==> src/rtl/dmem_arb_pkg.sv <==
// -----------------------------------------------------------------------------
// dmem_arb_pkg
//   Shared constants for the data-memory port arbiter.
//   - Memory geometry: address, write-data and read-data widths.
//   - Upper bound on the number of core requesters.
//   - Phase encoding for the arbiter FSM. It is kept as plain localparams so
//     that older tools and netlists see a one-bit state.
//   - A helper that sizes index/pointer fields and tolerates a single core.
// -----------------------------------------------------------------------------
package dmem_arb_pkg;

    localparam int ADDR_W    = 12;
    localparam int WDATA_W   = 18;
    localparam int RDATA_W   = 12;
    localparam int MAX_CORES = 8;

    // Arbiter phase: loader owns the port, or cores share it
    localparam logic S_LOAD = 1'b0;
    localparam logic S_RUN  = 1'b1;

    // Width of an index into n requesters. Never returns zero, so a
    // single-core build still has a legal one-bit pointer.
    function automatic int idx_width(input int n);
        return (n > 1) ? $clog2(n) : 1;
    endfunction

endpackage

==> src/rtl/dmem_port_arbiter_rr_pick.sv <==
// -----------------------------------------------------------------------------
// rr_pick
//   Combinational round-robin picker. The scan starts at the requester named by
//   ptr and wraps around. The first requester found with its bit set wins.
//   Ports:
//     req        in   N       request vector
//     ptr        in   IDX_W   first requester to consider
//     gnt        out  N       one-hot grant (all zero when nothing requests)
//     gnt_idx    out  IDX_W   encoded index of the granted requester
//     gnt_valid  out  1       a grant was made this cycle
// -----------------------------------------------------------------------------
module rr_pick
    import dmem_arb_pkg::*;
#(
    parameter int N     = 4,
    parameter int IDX_W = idx_width(N)
) (
    input  logic [N-1:0]     req,
    input  logic [IDX_W-1:0] ptr,
    output logic [N-1:0]     gnt,
    output logic [IDX_W-1:0] gnt_idx,
    output logic             gnt_valid
);

    int               cand;
    logic [IDX_W-1:0] cand_idx;

    // Visit candidates in order ptr, ptr+1, ... (mod N).
    // gnt_valid latches the first hit, so later candidates cannot override it.
    always_comb begin
        gnt       = '0;
        gnt_idx   = '0;
        gnt_valid = 1'b0;
        cand      = 0;
        cand_idx  = '0;
        for (int k = 0; k < N; k++) begin
            cand     = (int'(ptr) + k) % N;
            cand_idx = IDX_W'(cand);
            if (!gnt_valid && req[cand_idx]) begin
                gnt[cand_idx] = 1'b1;
                gnt_idx       = cand_idx;
                gnt_valid     = 1'b1;
            end
        end
    end

endmodule

==> src/rtl/dmem_port_arbiter.sv <==
// -----------------------------------------------------------------------------
// dmem_port_arbiter
//   Shares the single data-memory port between the matrix loader and
//   NUM_CORES processor cores.
//   - LOAD phase (entered from reset or on load_start): the loader has
//     exclusive write access.
//   - RUN phase (entered on load_done): the cores share the port round-robin,
//     with at most one grant per cycle and no bubbles between grants.
//
//   Optional build macro:
//     DMEM_ARB_STATS_EN  when defined, stall_cnt counts RUN cycles in which a
//                        requesting core was left waiting. It saturates at
//                        16'hFFFF and clears on load_start. When undefined,
//                        stall_cnt is tied to 0. The port list is the same in
//                        both builds.
//
//   Ports:
//     clk, rst_n          clock (posedge), asynchronous active-low reset
//     load_start          pulse: go back to the LOAD phase
//     load_done           pulse: loader finished, go to the RUN phase
//     ld_req/addr/wdata   loader write request, address, data
//     ld_gnt              loader request accepted this cycle
//     core_req/we         per-core request (held until granted), 1=write
//     core_addr/wdata     per-core address/data, core i at [i*W +: W]
//     core_gnt            one-hot grant, combinational
//     core_rvalid         one-hot, read data valid for that core
//     core_rdata          read data, broadcast to all cores
//     mem_we/addr/wdata   drive toward datamemory
//     mem_rdata           datamemory output, one cycle after a read
//     busy_load           high while in the LOAD phase
//     stall_cnt           core stall counter (see macro above)
// -----------------------------------------------------------------------------
module dmem_port_arbiter
    import dmem_arb_pkg::*;
#(
    parameter int NUM_CORES = 4,
    parameter int ADDR_W    = dmem_arb_pkg::ADDR_W,
    parameter int WDATA_W   = dmem_arb_pkg::WDATA_W,
    parameter int RDATA_W   = dmem_arb_pkg::RDATA_W
) (
    input  logic                         clk,
    input  logic                         rst_n,
    input  logic                         load_start,
    input  logic                         load_done,
    input  logic                         ld_req,
    input  logic [ADDR_W-1:0]            ld_addr,
    input  logic [WDATA_W-1:0]           ld_wdata,
    output logic                         ld_gnt,
    input  logic [NUM_CORES-1:0]         core_req,
    input  logic [NUM_CORES-1:0]         core_we,
    input  logic [NUM_CORES*ADDR_W-1:0]  core_addr,
    input  logic [NUM_CORES*WDATA_W-1:0] core_wdata,
    output logic [NUM_CORES-1:0]         core_gnt,
    output logic [NUM_CORES-1:0]         core_rvalid,
    output logic [RDATA_W-1:0]           core_rdata,
    output logic                         mem_we,
    output logic [ADDR_W-1:0]            mem_addr,
    output logic [WDATA_W-1:0]           mem_wdata,
    input  logic [RDATA_W-1:0]           mem_rdata,
    output logic                         busy_load,
    output logic [15:0]                  stall_cnt
);

    localparam int IDX_W = idx_width(NUM_CORES);

    logic                 state_q,  state_d;
    logic [IDX_W-1:0]     rr_ptr_q, rr_ptr_d;
    logic [NUM_CORES-1:0] rvalid_q, rvalid_d;

    logic                 load_active;
    logic                 run_active;
    logic [NUM_CORES-1:0] pick_req;
    logic [NUM_CORES-1:0] pick_gnt;
    logic [IDX_W-1:0]     pick_idx;
    logic                 pick_valid;
    int                   ptr_next;

    // The grant outputs are combinational. Gating them with rst_n makes every
    // output show its reset value as soon as reset is asserted, without
    // waiting for a clock edge.
    assign load_active = rst_n && (state_q == S_LOAD);
    assign run_active  = rst_n && (state_q == S_RUN);

    // Phase transitions take effect on the next cycle. load_start wins over
    // load_done when both arrive in the same cycle.
    always_comb begin
        state_d = state_q;
        if (load_start) begin
            state_d = S_LOAD;
        end else if (load_done) begin
            state_d = S_RUN;
        end
    end

    // During LOAD the picker sees no requests, so cores get no grants.
    assign pick_req = run_active ? core_req : '0;

    rr_pick #(
        .N     (NUM_CORES),
        .IDX_W (IDX_W)
    ) u_rr_pick (
        .req       (pick_req),
        .ptr       (rr_ptr_q),
        .gnt       (pick_gnt),
        .gnt_idx   (pick_idx),
        .gnt_valid (pick_valid)
    );

    assign core_gnt = pick_gnt;
    assign ld_gnt   = load_active & ld_req;

    // Memory drive follows the current grant. The loader and the cores are
    // never active in the same phase. An idle port drives zeros, not stale
    // values.
    always_comb begin
        mem_we    = 1'b0;
        mem_addr  = '0;
        mem_wdata = '0;
        if (ld_gnt) begin
            mem_we    = 1'b1;
            mem_addr  = ld_addr;
            mem_wdata = ld_wdata;
        end else if (pick_valid) begin
            mem_we    = core_we[pick_idx];
            mem_addr  = core_addr[pick_idx*ADDR_W +: ADDR_W];
            mem_wdata = core_wdata[pick_idx*WDATA_W +: WDATA_W];
        end
    end

    // After a grant, the pointer moves to the core after the winner, which
    // keeps the arbitration fair. With no grant the pointer stays put.
    always_comb begin
        rr_ptr_d = rr_ptr_q;
        ptr_next = int'(pick_idx) + 1;
        if (ptr_next >= NUM_CORES) begin
            ptr_next = 0;
        end
        if (pick_valid) begin
            rr_ptr_d = IDX_W'(ptr_next);
        end
    end

    // A granted read returns its data one cycle later. This is registered
    // independently of the phase, so a read granted in a transition cycle
    // still completes.
    assign rvalid_d = pick_gnt & ~core_we;

    always_ff @(posedge clk or negedge rst_n) begin
        if (!rst_n) begin
            state_q  <= S_LOAD;
            rr_ptr_q <= '0;
            rvalid_q <= '0;
        end else begin
            state_q  <= state_d;
            rr_ptr_q <= rr_ptr_d;
            rvalid_q <= rvalid_d;
        end
    end

    assign core_rvalid = rvalid_q;
    assign core_rdata  = mem_rdata;
    assign busy_load   = (state_q == S_LOAD);

`ifdef DMEM_ARB_STATS_EN
    logic [15:0] stall_cnt_q, stall_cnt_d;

    // A RUN cycle counts as a stall when some requesting core was not the
    // one granted. load_start clears the count and takes priority over an
    // increment in the same cycle.
    always_comb begin
        stall_cnt_d = stall_cnt_q;
        if (load_start) begin
            stall_cnt_d = '0;
        end else if (run_active && ((core_req & ~pick_gnt) != '0)
                     && (stall_cnt_q != 16'hFFFF)) begin
            stall_cnt_d = stall_cnt_q + 16'd1;
        end
    end

    always_ff @(posedge clk or negedge rst_n) begin
        if (!rst_n) begin
            stall_cnt_q <= '0;
        end else begin
            stall_cnt_q <= stall_cnt_d;
        end
    end

    assign stall_cnt = stall_cnt_q;
`else
    assign stall_cnt = 16'd0;
`endif

endmodule
==> config.mk <==
export PLATFORM = sky130hd
export DESIGN_NAME = dmem_port_arbiter
export DESIGN_NICKNAME = d
export VERILOG_FILES = /design/src/rtl/dmem_arb_pkg.sv /design/src/rtl/dmem_port_arbiter_rr_pick.sv /design/src/rtl/dmem_port_arbiter.sv
export SDC_FILE = /design/constraint.sdc
export NUM_CORES = 1
export LEC_CHECK = 0
export ABC_AREA = 1
export CORE_ASPECT_RATIO = 1.1
export CORE_UTILIZATION = 27
export DETAILED_ROUTE_END_ITERATION = 12
export PLACE_DENSITY = 0.81
export SLEW_MARGIN = 20
export SYNTH_ARGS = -nofsm -noshare
export SYNTH_HDL_FRONTEND = slang
export SYNTH_SLANG_ARGS = --single-unit
==> constraint.sdc <==
create_clock -name clk -period 2.65 [get_ports clk]
set_input_delay 0.53 -clock clk [delete_from_list [all_inputs] [get_ports clk]]
set_output_delay 0.53 -clock clk [all_outputs]
set_load 0.01 [all_outputs]
==> flow_summary.toml, run 1 <==
[sta]
skew_ns = 0.00211
period_needed_ns = 3.10
fin_crit_sh_pct = 117
slew_viol_final = 0
setup_viol = 34
fmax_mhz = 323
finalWorstSetupSlack_ns = -0.448
rsz0062_at_grt = "yes"
hold_violations = 0
worst_hold_slack_ns = 0.316

[outcome]
outcome = "finished with violations"
failed_checks = "setup timing"

[detailed_routing]
drc = 0
vias_per_cell = 5.24
first_iter_violations = 215
final_antenna_net_count = 0
wl_per_cell_um = 17.1
dr.pass1.iters = 5
num_vias = 4073
wl_mm = 13.3

[setup_path]
crit_arrival_ns = 2.57
r2r_start = "rr_ptr_q[0]$_DFFE_PN0P_"
crit_type = "input pin to output pin"
r2r_cells = 17
crit_required_ns = 2.12
cp_slowest_stage_delay_ns = 0.28
r2r_end = "rr_ptr_q[1]$_DFFE_PN0P_"
cpMostUsedCell = "nor2_4"
critPathSlowestCell = "dlygate4sd2_1"
worstPathCellList = "dlygate4sd2_1 > nand3_2 > nand2_2 > nand3_1 > inv_1 > nor2_4 > nand2_4 > buf_12 > nor2_4 > nor2_2 > nor2_4 > inv_4 > buf_12 > nand3_2 > nand3_1 > nand2_1 > buf_2"
r2r_setup_slack_ns = 0.41
crit_path_max_fanout = 16
start_kind = "input pin"
cp-end-kind = "output pin"

[die]
initial_core_util_pct = 27.9
std_cell_rows = 35
die_area_sq_mm = 0.00901
core_area_sq_mm = 0.00836
ios = 244
die_x_um = 90.6
die_h_um = 99.5

[layout]
diodes = 0
fillers = 683
multi_input_area_sq_mm = 0.00221
fin_nets = 849
ff_latch_area_sq_um = 178
final_cell_area_sq_mm = 0.00545
layout_common_cells = "163 x clkdlybuf4s50_1, 133 x nand3_1, 111 x nand2_1"
area_delta_synth_final_pct = 134
final_common_cell = "clkdlybuf4s50_1"
drive_gt1_share_pct = 31.4

[synthesis]
avgSynthCellArea_sq_um = 5.32
syn-cell-area_sq_mm = 0.00233
synth_warnings = 0
ys_ff_latch = 7
yosysUniqueCellTypes = 25
ys_seq_area_share_pct = 7.51
netlist_instances = 438

[clocking]
cts_tree = "done"
cts.path.max_buffers = 2
htree_levels = 1
cts_sinks = 7
clk_latency_ns = 0.24
numCtsBuffers = 3
root_buffer = "clkbuf_8"
clk_pin_slew_ns = 0.04

[placed_design]
io_buffer_count = 203
routabilityCongestion = 0.915
dpl.hpwl_mm = 8.12
placed_area_sq_mm = 0.00455
place_ws_ns = -1.03

[global_routing]
grt_antenna_before_repair = 0
grt_max_degree = 34
grt_remaining_overflow = 0
grt_use_total_pct = 27.5
grt_pass1_vias = 4174
grt_pass1_wl_mm = 20.1

[job]
drv_cap = 0

[min_path]
worstHoldPathType = "input pin to async pin"
-- routing by layer --
| metal | part of all wire (%) | GRT usage (%) |
|---|---|---|
| met2 | 51 | 52.2 |
| met4 | 3.1 | 9.31 |
| met3 | 7.8 | 4.59 |
| met1 | 38 | 30.7 |
| met5 | 0 | 0 |
-- per-stage QoR --
stage / std cells / TNS [ns] / util, %
floorplan: 453 / 0 / -
global placement: 737 / -29.67 / 54.4
detailed placement: 737 / -33.43 / 54.4
CTS: 770 / -10.12 / 63.6
global route: 777 / -15.48 / 65.1
finish: 777 / -12.85 / 65.1
-- cell families after synthesis --
logic type / synth area share (%)
AND/OR/NAND/NOR: 69.2
buffers and inverters: 16.6
AO/OA/AOI/OAI: 2.79
adder cells (fa/ha/maj): 3.76
flip-flops: 7.51
other: 0.161
-- worst max path at each step --
| stage | start | endpoint | slack, ns | cells past startpoint |
|---|---|---|---|---|
| after global routing | core_req[2] | mem_wdata[10] | -0.51 | 17 |
| after global placement | rst_n | mem_addr[9] | -0.94 | 15 |
| final | core_req[2] | mem_we | -0.45 | 17 |
| after floorplan | rr_ptr_q[1]$_DFFE_PN0P_ | mem_addr[0] | 0.008 | 15 |
| after CTS | rr_ptr_q[0]$_DFFE_PN0P_ | mem_addr[3] | -0.40 | 19 |
| after detailed placement | rst_n | mem_addr[9] | -1.03 | 15 |
-- cells in the mapped netlist, drive strengths merged --
| cell type | number | area (sq um) |
|---|---|---|
| a21oi | 8 | 40.0 |
| and2 | 1 | 6.26 |
| nor2 | 11 | 82.6 |
| dfrtp | 7 | 175 |
| nand2 | 157 | 619 |
| o21a | 1 | 7.51 |
| nor3 | 1 | 5.00 |
| clkbuf | 5 | 18.8 |
| o21ai | 2 | 10.0 |
| conb | 1 | 3.75 |
| buf | 53 | 327 |
| nand3 | 172 | 901 |
| o211ai | 1 | 7.51 |
| inv | 11 | 41.3 |
| ha | 7 | 87.6 |
-- registers in the layout (all words and copies together) (netlist names) --
signal       flops
core_rvalid      4
state_q          1
rr_ptr_q         2
-- critical path: cells and delay by family --
kind | cells | cell delay (ns)
buf+inv | 6 | 0.87
simple gates | 11 | 1.16
-- cell type report --
cell class,instances,share of cell area (%)
Clock inverter,1,0.0919
Tap cell,111,2.55
Timing Repair Buffer,267,51.9
Sequential cell,7,3.26
Multi-Input combinational cell,377,40.6
Clock buffer,3,0.758
Inverter,11,0.896
-- timing repair --
item / CTS / global route
buffers inserted: 21 / 6
gates cloned: 9 / 3
hold buffers: 0 / 0
gates resized for setup: 257 / 15
pin swaps: 50 / 14
endpoints found under the setup margin: 36 / 35
Power of run 1 is not shown: default switching activity piles up to over one toggle a cycle in this logic, so the estimate is an artifact.
==> run 2: changes to the inputs <==
- CORE_AREA: not set -> 2 2 94 96
- CORE_ASPECT_RATIO: 1.1 -> not set
- CORE_UTILIZATION: 27 -> not set
- DIE_AREA: not set -> 0 0 96 98
- DONT_BUFFER_PORTS: not set -> 1
- GPL_TIMING_DRIVEN: not set -> 0
- PLACE_DENSITY: 0.81 -> 0.44
==> flow_summary.toml, run 2 (same netlist as run 1, synthesis figures left out) <==
[outcome]
outcome = "finished with violations"
failed_checks = "setup timing"

[die]
std_cell_rows = 34
ios = 244
die_x_um = 96
core_area_sq_mm = 0.00847
die_h_um = 98
initial_core_util_pct = 27.5
die_area_sq_mm = 0.00941

[setup_path]
crit_path_max_fanout = 6
start_kind = "flop"
r2r_setup_slack_ns = 0.59
crit_arrival_ns = 2.34
crit_required_ns = 2.12
cp-end-kind = "output pin"
crit_type = "flop to output pin"

[sta]
rsz0062_at_grt = "yes"
slew_headroom_pct = 63.3
tightest_slew_ns = 0.551
slew_viol_final = 0
hold_violations = 0
finalWorstSetupSlack_ns = -0.216
period_needed_ns = 2.87
tns_ns = -5.49
fmax_mhz = 349
fin_crit_sh_pct = 108
setup_viol = 31
skew_ns = 0.00936

[global_routing]
grt_remaining_overflow = 0
grt_pass1_vias = 3039
grt_use_total_pct = 20.8
grt_max_degree = 11
grt_pass1_wl_mm = 15.5
grt_antenna_before_repair = 0

[detailed_routing]
wl_mm = 11.0
dr.pass1.iters = 6
wl_per_cell_um = 18.4
first_iter_violations = 93
vias_per_cell = 5.34
num_vias = 3194
drc = 0
final_antenna_net_count = 0

[clocking]
clk_pin_slew_ns = 0.05
root_buffer = "clkbuf_8"
cts_tree = "done"
cts_sinks = 7
htree_levels = 1
cts.path.max_buffers = 2
numCtsBuffers = 3
clk_latency_ns = 0.23

[layout]
multi_input_area_sq_mm = 0.00218
final_common_cell = "nand3_1"
area_delta_synth_final_pct = 49.7
fin_util_pct = 41.2
diodes = 0
layout_common_cells = "136 x nand3_1, 111 x nand2_1, 52 x buf_4"
drive_gt1_share_pct = 38.4
fin_nets = 673
fillers = 935
ff_latch_area_sq_um = 178
final_cell_area_sq_mm = 0.00349
largest_reg_flops = 4

[placed_design]
io_buffer_count = 0
placed_area_sq_mm = 0.00252
dpl.hpwl_mm = 7.98
place_ws_ns = -0.629
routabilityCongestion = 0.894

[min_path]
worstHoldPathType = "input pin to flop"

[job]
drv_cap = 0
-- run 2: changes by cell type in the layout (fill, tap and decap cells not counted), moves of 3 or more --
cell,before,now
nand2_4,11,6
dlygate4sd2_1,4,0
a21oi_1,4,8
buf_16,7,2
buf_4,25,52
buf_8,2,11
nand2_2,34,39
nand3_1,133,136
buf_2,33,2
a21oi_2,4,0
clkbuf_1,0,3
clkdlybuf4s50_1,163,0
buf_12,17,1
-- run 2: layout make-up --
cell class,count,area share (%)
inverter,11,1.54
sequential,7,5.09
buffer,57,14.5
tap,108,3.87
clock inverter,1,0.143
multi-input combinational,380,62.5
clock buffer,3,1.18
timing repair buffer,31,11.2
-- run 2: worst paths after layout --
check,from,endpoint,cells after the start
max,rr_ptr_q[0]$_DFFE_PN0P_,mem_wdata[9],15
min in group asynchronous,rst_n,core_rvalid[1]$_DFF_PN0_,1
max reg2reg,rr_ptr_q[0]$_DFFE_PN0P_,rr_ptr_q[1]$_DFFE_PN0P_,14
max in group asynchronous,rst_n,rr_ptr_q[0]$_DFFE_PN0P_,1
min,core_we[0],core_rvalid[0]$_DFF_PN0_,1
min reg2reg,state_q$_DFFE_PN0P_,state_q$_DFFE_PN0P_,2
-- run 2: critical path, stage by stage, from the launching register on --
cell       delay, ns
dfrtp_2         0.42
inv_6           0.05
ha_4            0.28
nand3_2         0.10
nand2_4         0.13
buf_4           0.13
nand2_4         0.07
nand2_2         0.09
nand2_4         0.06
buf_12          0.14
nand2_8         0.13
clkbuf_16       0.16
nand2_1         0.07
nand3_2         0.07
nand3_2         0.07
nand2_2         0.10
-- run 2: stage by stage --
step	std cells	hold WS, ns
6_report	598	0.352
2_1_floorplan	453	0.234
4_1_cts	590	0.348
3_3_place_gp	561	0.235
3_5_place_dp	561	0.235
5_1_grt	598	0.348
-- run 2: what timing repair did --
| action | 4_1_cts | 5_1_grt |
|---|---|---|
| endpoints found under the setup margin | 36 | 35 |
| gates cloned | 3 | 7 |
| pin swaps | 18 | 26 |
| setup buffers | 22 | 1 |
| hold buffers | 1 | 0 |
| gates resized for setup | 124 | 34 |
| endpoints found under the hold margin | 7 | 0 |
-- run 2: metal layers --
layer	GRT usage [%]	vias to the layer above	share of wire, %
met5	0	-	0
met4	2.64	0	1.1
met3	2.70	10	6.7
met2	37.9	156	52
met1	26.3	1489	40
li1	-	1539	-
Power of run 2 is left out for the same reason.
==> run 3: changes to the inputs <==
- SLEW_MARGIN: 20 -> not set
==> results of run 3 <==
Same layout as run 2: the final DEF is identical, and so are final timing and power.
Power of run 3 is left out for the same reason.
